**config.mk**
```make
export PLATFORM = sky130hd
export DESIGN_NAME = upg_dump_tx
export DESIGN_NICKNAME = d
export VERILOG_FILES = /design/src/rtl/upg_dump_tx.sv
export SDC_FILE = /design/constraint.sdc
export NUM_CORES = 1
export LEC_CHECK = 0
export CAP_MARGIN = 0
export CORE_MARGIN = 8
export CORE_UTILIZATION = 54
export DETAILED_ROUTE_END_ITERATION = 12
export PLACE_DENSITY = 0.81
export SLEW_MARGIN = 5
export SYNTH_ARGS = -nofsm -noshare
export SYNTH_HDL_FRONTEND = slang
export SYNTH_SLANG_ARGS = --single-unit
```
**constraint.sdc**
```tcl
create_clock -name upg_clk_i -period 2.9 [get_ports upg_clk_i]
set_clock_uncertainty 0.2 [all_clocks]
set_input_delay 0.58 -clock upg_clk_i [delete_from_list [all_inputs] [get_ports upg_clk_i]]
set_output_delay 0.58 -clock upg_clk_i [all_outputs]
set_load 0.02 [all_outputs]
```
**src/rtl/upg_dump_tx.sv**
```systemverilog
// upg_dump_tx: serial memory dump engine.
// Reads word_cnt_i 32-bit words starting at base_adr_i from a synchronous
// RAM and sends them on upg_tx_o as 8N1 frames, least-significant byte first.
// Optional feature macro: UPG_DUMP_CKSUM_EN appends one frame carrying the
// XOR of every data byte sent in the dump.
module upg_dump_tx #(
    parameter int unsigned BAUD_DIV = 87,
    parameter int unsigned ADDR_W   = 14
) (
    input  logic              upg_clk_i,
    input  logic              nrst,
    input  logic              start_i,
    input  logic [ADDR_W-1:0] base_adr_i,
    input  logic [ADDR_W:0]   word_cnt_i,
    output logic [ADDR_W-1:0] mem_adr_o,
    input  logic [31:0]       mem_dat_i,
    output logic              upg_tx_o,
    output logic              busy_o,
    output logic              done_o
);

    localparam logic [15:0]       BAUD_LAST = 16'(BAUD_DIV - 1);
    localparam logic [ADDR_W:0]   CNT_ZERO  = {(ADDR_W+1){1'b0}};
    localparam logic [ADDR_W:0]   CNT_ONE   = {{ADDR_W{1'b0}}, 1'b1};
    localparam logic [ADDR_W-1:0] ADR_ZERO  = {ADDR_W{1'b0}};
    localparam logic [ADDR_W-1:0] ADR_ONE   = {{(ADDR_W-1){1'b0}}, 1'b1};

    typedef enum logic [2:0] {
        ST_IDLE = 3'd0,
        ST_READ = 3'd1,
        ST_LOAD = 3'd2,
        ST_SEND = 3'd3,
        ST_FIN  = 3'd4
    } state_t;

    state_t              state_q;
    logic [15:0]         baud_q;
    logic [3:0]          bit_q;
    logic [1:0]          byte_q;
    logic [ADDR_W:0]     cnt_q;
    logic [ADDR_W-1:0]   adr_q;
    logic [31:0]         shift_q;
    logic                tx_q;
    logic                busy_q;
    logic                done_q;
    // Holds FIN for one extra cycle on an empty dump so done lands two edges after start.
    logic                zero_q;
`ifdef UPG_DUMP_CKSUM_EN
    logic [7:0]          xor_q;
    logic                cks_q;
`endif

    logic [7:0]          byte_s;
    logic                tx_d;
    logic                bit_end_s;
    logic                cks_frame_s;

    // Line level for the current frame position and end-of-bit decode.
    always_comb begin
        byte_s    = shift_q[7:0];
        bit_end_s = (baud_q == BAUD_LAST);
        tx_d      = 1'b1;
        case (bit_q)
            4'd0:    tx_d = 1'b0;
            4'd9:    tx_d = 1'b1;
            default: tx_d = byte_s[3'(bit_q - 4'd1)];
        endcase
`ifdef UPG_DUMP_CKSUM_EN
        cks_frame_s = cks_q;
`else
        cks_frame_s = 1'b0;
`endif
    end

    // Dump sequencer: fetch, load, serialise, advance, finish.
    always_ff @(posedge upg_clk_i or negedge nrst) begin
        if (!nrst) begin
            state_q <= ST_IDLE;
            baud_q  <= 16'd0;
            bit_q   <= 4'd0;
            byte_q  <= 2'd0;
            cnt_q   <= CNT_ZERO;
            adr_q   <= ADR_ZERO;
            shift_q <= 32'd0;
            tx_q    <= 1'b1;
            busy_q  <= 1'b0;
            done_q  <= 1'b0;
            zero_q  <= 1'b0;
`ifdef UPG_DUMP_CKSUM_EN
            xor_q   <= 8'h00;
            cks_q   <= 1'b0;
`endif
        end else begin
            done_q <= 1'b0;
            case (state_q)
                ST_IDLE: begin
                    tx_q <= 1'b1;
                    if (start_i) begin
                        cnt_q  <= word_cnt_i;
                        baud_q <= 16'd0;
                        bit_q  <= 4'd0;
                        byte_q <= 2'd0;
`ifdef UPG_DUMP_CKSUM_EN
                        xor_q  <= 8'h00;
                        cks_q  <= 1'b0;
`endif
                        if (word_cnt_i != CNT_ZERO) begin
                            adr_q   <= base_adr_i;
                            busy_q  <= 1'b1;
                            state_q <= ST_READ;
                        end else begin
                            zero_q  <= 1'b1;
                            state_q <= ST_FIN;
                        end
                    end
                end
                ST_READ: begin
                    tx_q    <= 1'b1;
                    state_q <= ST_LOAD;
                end
                ST_LOAD: begin
                    tx_q    <= 1'b1;
                    shift_q <= mem_dat_i;
                    baud_q  <= 16'd0;
                    bit_q   <= 4'd0;
                    state_q <= ST_SEND;
                end
                ST_SEND: begin
                    tx_q <= tx_d;
                    if (bit_end_s) begin
                        baud_q <= 16'd0;
                        if (bit_q == 4'd9) begin
                            bit_q <= 4'd0;
                            if (cks_frame_s) begin
                                state_q <= ST_FIN;
                            end else begin
`ifdef UPG_DUMP_CKSUM_EN
                                xor_q <= xor_q ^ byte_s;
`endif
                                shift_q <= {8'h00, shift_q[31:8]};
                                byte_q  <= byte_q + 2'd1;
                                if (byte_q == 2'd3) begin
                                    cnt_q <= cnt_q - CNT_ONE;
                                    if (cnt_q == CNT_ONE) begin
`ifdef UPG_DUMP_CKSUM_EN
                                        // Trailer frame reuses the shifter, starting right after this stop bit.
                                        cks_q   <= 1'b1;
                                        shift_q <= {24'h000000, xor_q ^ byte_s};
`else
                                        state_q <= ST_FIN;
`endif
                                    end else begin
                                        adr_q   <= adr_q + ADR_ONE;
                                        state_q <= ST_READ;
                                    end
                                end
                            end
                        end else begin
                            bit_q <= bit_q + 4'd1;
                        end
                    end else begin
                        baud_q <= baud_q + 16'd1;
                    end
                end
                ST_FIN: begin
                    tx_q <= 1'b1;
                    if (zero_q) begin
                        zero_q <= 1'b0;
                    end else begin
                        done_q  <= 1'b1;
                        busy_q  <= 1'b0;
`ifdef UPG_DUMP_CKSUM_EN
                        cks_q   <= 1'b0;
`endif
                        state_q <= ST_IDLE;
                    end
                end
                default: begin
                    tx_q    <= 1'b1;
                    state_q <= ST_IDLE;
                end
            endcase
        end
    end

    assign mem_adr_o = adr_q;
    assign upg_tx_o  = tx_q;
    assign busy_o    = busy_q;
    assign done_o    = done_q;

endmodule

```
## Yosys cells after proc, flatten, opt, wreduce, memory -nomap -nowiden

Index checks and enable logic that the tools add are counted.

- Add/subtract/negate cells: 6
- $lt $le $gt $ge: 1
- Equality and inequality tests: 16
- Multiplexer cells: 47
- Reductions and logical operators: 16

Operators with widths:

| operator | count |
|---|---|
| two-way mux 14 bit | 6 |
| two-way mux 32 bit | 2 |
| one-hot mux 32 bit (2 select lines) | 1 |
| two-way mux 15 bit | 4 |
| one-hot mux 16 bit (3 select lines) | 1 |
| two-way mux 16 bit | 2 |
| one-hot mux 15 bit (2 select lines) | 1 |
| one-hot mux 14 bit (2 select lines) | 1 |
| two-way mux 3 bit | 7 |
| adder 16 x 1 -> 16 bit (second input constant) | 1 |
| equality test 16 x 7 -> 1 bit (second input constant) | 1 |
| inequality test 2 bit (second input constant) | 8 |
| equality test 15 x 1 -> 1 bit (second input constant) | 1 |
| one-hot mux 3 bit (5 select lines) | 1 |
| nonzero test 15 bit | 1 |
| subtractor 15 x 1 -> 15 bit (second input constant) | 1 |
| adder 14 x 1 -> 14 bit (second input constant) | 1 |
| two-way mux 4 bit | 3 |
| one-hot mux 4 bit (3 select lines) | 1 |
| AND reduction 5 bit | 2 |
| two-way mux 1 bit | 9 |
| AND reduction 3 bit | 3 |
| AND reduction 4 bit | 2 |
| AND reduction 7 bit | 1 |
| other kinds (18) | 25 |

- Bits in registers: 90
- Input port bits: 64
- Output and inout port bits: 17
- Logic and storage cells: 97

## Longest topological paths before layout

- Depth after elaboration: 6
- Gate-level depth with buffers: 8
- Mapped depth without buffers: 7

## Worst setup path after synthesis

OpenSTA, ideal clock, no wires.

- Path type: input to register
- Start: input port start_i
- End: register adr_q[0] (netlist: mem_adr_o[0])
- Setup time: 124 ps
- Arrival time: 1905 ps
- Data required time: 2576 ps
- Slack: 671 ps
- Cell stages on the path: 5
- Path buffers: 0
- Cell sequence: or3b_4 a221oi_4 o21ai_2 or2_4 a211o_1

- Cells in the longest elaborated chain, start to end: 2

Ends and longest elaborated chain:

| element | RTL line | text |
|---|---|---|
| start: declaration | 12 | `input logic start_i,` |
| inequality test 2 bit (no source line) | -- |  |
| AND reduction 7 bit (no source line) | -- |  |
| end signal: assignment | 108 | `adr_q <= base_adr_i;` |
| end signal: assignment | 153 | `adr_q <= adr_q + ADR_ONE;` |
| end: declaration | 41 | `logic [ADDR_W-1:0] adr_q;` |

No other way between the ends.
A chain may end at the register's enable or synchronous reset.

## Worst setup path in the final report

- Start: input port start_i
- End: register cnt_q[7]

- Cells in the longest elaborated chain, start to end: 2

Ends and longest elaborated chain:

| element | RTL line | text |
|---|---|---|
| inequality test 2 bit (no source line) | -- |  |
| AND reduction 5 bit (no source line) | -- |  |
| end signal: assignment | 99 | `cnt_q <= word_cnt_i;` |
| end signal: assignment | 143 | `cnt_q <= cnt_q - CNT_ONE;` |
| end: declaration | 40 | `logic [ADDR_W:0] cnt_q;` |

No other way between the ends.

==> metrics.md <==
| Metric | Value |
|---|---|
| Critical path class | input pin to flip-flop |
| Area grow syn2layout | 23.9% |
| Hold Crit Class | input pin to asynchronous set/reset pin |
| Antenna viol nets, final | 0 |
| Core area | 9110 sq um |
| Total nets after synthesis | 646 |
| Detailed-route wire length per cell | 16.9 microns |
| GPL Wtd Cong | 0.907 |
| Hold Violations, Final | 0 |
| Cell Area, Synth | 4990 sq um |
| Post-Syn Instances | 573 |
| Worst setup EP type | flip-flop |
| Vias | 4698 |
| Global route total overflow | 0 |
| Count of input and output buffers | 80 |
| Inst Count DP | 749 |
| Leak | 2.51 nW |
| Gr usage total | 20.6% |
| First-pass GRT wire length | 21.9 mm |
| Post-CTS Repair Setup Buffers | 0 |
| Total negative setup slack | 0 ns |
| Clock Path Buffers | 2 |
| # resized after CTS | 0 |
| CTS clock-pin slew for the worst setup and hold paths | 0.10 ns |
| DRC viols | 0 |
| Worst skew pair latency | 0.36 ns |
| Reg2Reg Depth | 7 |
| IO Pins | 81 |
| Worst R2R Setup Slack | 0.39 ns |
| Critical path arrival | 2.64 ns |
| Slew Limit Fails | 0 |
| CTS tree | yes |
| Sequential fraction of the synthesis area | 45.1% |
| Die W | 112 microns |
| CTS Buf Count | 9 |
| Avg Inst Size Synth | 8.72 sq um |
| Maximum fanout along the worst path | 8 |
| PD cells | 578 nW/um^2 |
| Share of layout cells above drive strength 1 | 8.56% |
| Overall routed net length | 12.9 mm |
| Via count of the first global-routing pass | 4548 |
| Max VDD drop | 238 uV |
| Synthesis Warnings | 0 |
| Setup crit end | cnt_q[7] |
| Post-Layout Cell Count | 765 |
| Final core occ | 67.9% |
| Nets | 722 |
| Clk sinks | 90 |
| Synth Register Bits | 90 |
| Worst R2R End | cnt_q[7] |
| DIE AREA | 12600 sq um |
| Period utilization | 88.4% |
| Effective utilization at floorplan | 54.8% |
| Final HPWL DP | 9.35 mm |
| Status | finished, final reports clean |
| Setup-failing EPs final | 0 |
| Initial DRT Pass Iterations | 5 |
| Required @ worst endpoint | 2.98 ns |
| Tmin final | 2.56 ns |
| Fmax | 0.390 GHz |
| Yosys cell types | 66 |
| FP Rows | 35 |
| Initial antenna violation count | 0 |
| Root buf cell | clkbuf_8 |
| Fill count | 730 |
| Worst-margin pin slew | 0.694 ns |
| Vias per cell | 6.14 |
| Max Cap Viol | 0 |
| Unrepaired setup endpoints after global routing | false |
| Worst setup path startpoint | start_i |
| Die height | 112 microns |
| Antenna cells | 0 |
| Worst R2R Start | state_q[1] |
| Pin count of the biggest net entering global routing | 54 |
| DRT iter0 DRCs | 330 |
| Max-slew headroom | 53.8% |
| Post-synth EDFFs | 0 |
| Main synth FF type | dfrtp_1 |
| Crit start category | input pin |
| Power Total | 3.58 mW |
| Asr flop ratio synth | 100% |
| H-tree depth | 3 |
| Post-CTS Hold Buffers | 0 |
where the power goes:
| group | switching, mW | internal [mW] | leakage, nW |
|---|---|---|---|
| Sequential | 0.234 | 1.46 | 1.04 |
| Combinational | 0.448 | 0.460 | 1.36 |
| Clock | 0.466 | 0.511 | 0.109 |
| Total | 1.15 | 2.43 | 2.51 |
cell families (layout without fill, tap and decap cells):
logic type,count (synthesis),count (layout),share of synthesized area [%]
flops,90,90,45.1
mux,4,4,1.30
compound gates,168,168,22.1
fa+ha+maj,9,9,2.25
xor+xnor,7,7,1.23
simple gates,249,249,24.2
buf+inv,46,127,3.81
layout by cell type, fill, tap and decap left out, types with 10 or more instances in the layout:
cell	n
o21ai_0	44
nor2_1	62
nor3_1	21
buf_4	16
dfrtp_1	89
clkdlybuf4s50_1	79
nand3_1	26
a21oi_1	27
clkbuf_8	10
inv_1	13
nor4_1	12
a31oi_1	30
nand2_1	77
per-layer routing:
layer	part of all wire (%)	GRT usage, %
met3	4.8	3.01
met5	0	0
met1	45	27.2
met4	1.6	7.10
met2	49	34.0
per-stage QoR:
stage / cell area, sq um / setup WS (ns) / hold slack, ns
after detailed placement: 5960 / 0.0266 / 0.268
after global routing: 6190 / 0.257 / 0.0969
after global placement: 5960 / 0.103 / 0.261
after CTS: 6190 / 0.346 / 0.0710
final: 6190 / 0.337 / 0.0427
after floorplan: 4990 / 0.671 / 0.0844
worst min-delay path by stage:
stage	cells past startpoint	slack, ns	endpoint
global route	1	0.1	mem_adr_o[9]
CTS	1	0.07	mem_adr_o[9]
floorplan	0	0.08	baud_q[0]
detailed placement	1	0.27	done_o
finish	1	0.04	mem_adr_o[9]
global placement	1	0.26	done_o
state kept, by name, summed over array words and instances, names as in the netlist:
signal / flops
mem_adr_o: 14
cnt_q: 15
baud_q: 16
byte_q: 2
done_o: 1
upg_tx_o: 1
shift_q: 32
zero_q: 1
bit_q: 4
state_q: 3
busy_o: 1
cells in the mapped netlist (9+ instances only):
cell type	n	area share, %
nor3_1	21	2.1
buf_2	11	1.1
o21ai_0	44	4.4
nor4_1	12	1.5
nand2_1	77	5.8
nor2_1	62	4.7
a21oi_1	27	2.7
clkbuf_1	16	1.2
dfrtp_1	89	45
ha_1	9	2.3
nand4_1	9	1.1
a31oi_1	30	3.8
nand3_1	27	2.7
nor2b_1	9	1.1
inv_1	13	0.98
worst max-delay path, stage by stage:
cell and delay [ns]:
clkdlybuf4s50_1 0.49, or3b_4 0.42, a221oi_4 0.29, buf_4 0.18
a21boi_2 0.27, buf_4 0.20, a21oi_1 0.07, a21oi_1 0.14
layout make-up:
cell class / instances / area (sq um) / share of cell area, %
multi-input combinational: 437 / 2560 / 41.5
tap: 111 / 139 / 2.24
clock inverter: 6 / 88.8 / 1.44
timing repair buffer: 97 / 951 / 15.4
clock buffer: 10 / 138 / 2.22
sequential: 90 / 2250 / 36.4
inverter: 14 / 52.6 / 0.849
(Power assumes the default switching activity.)
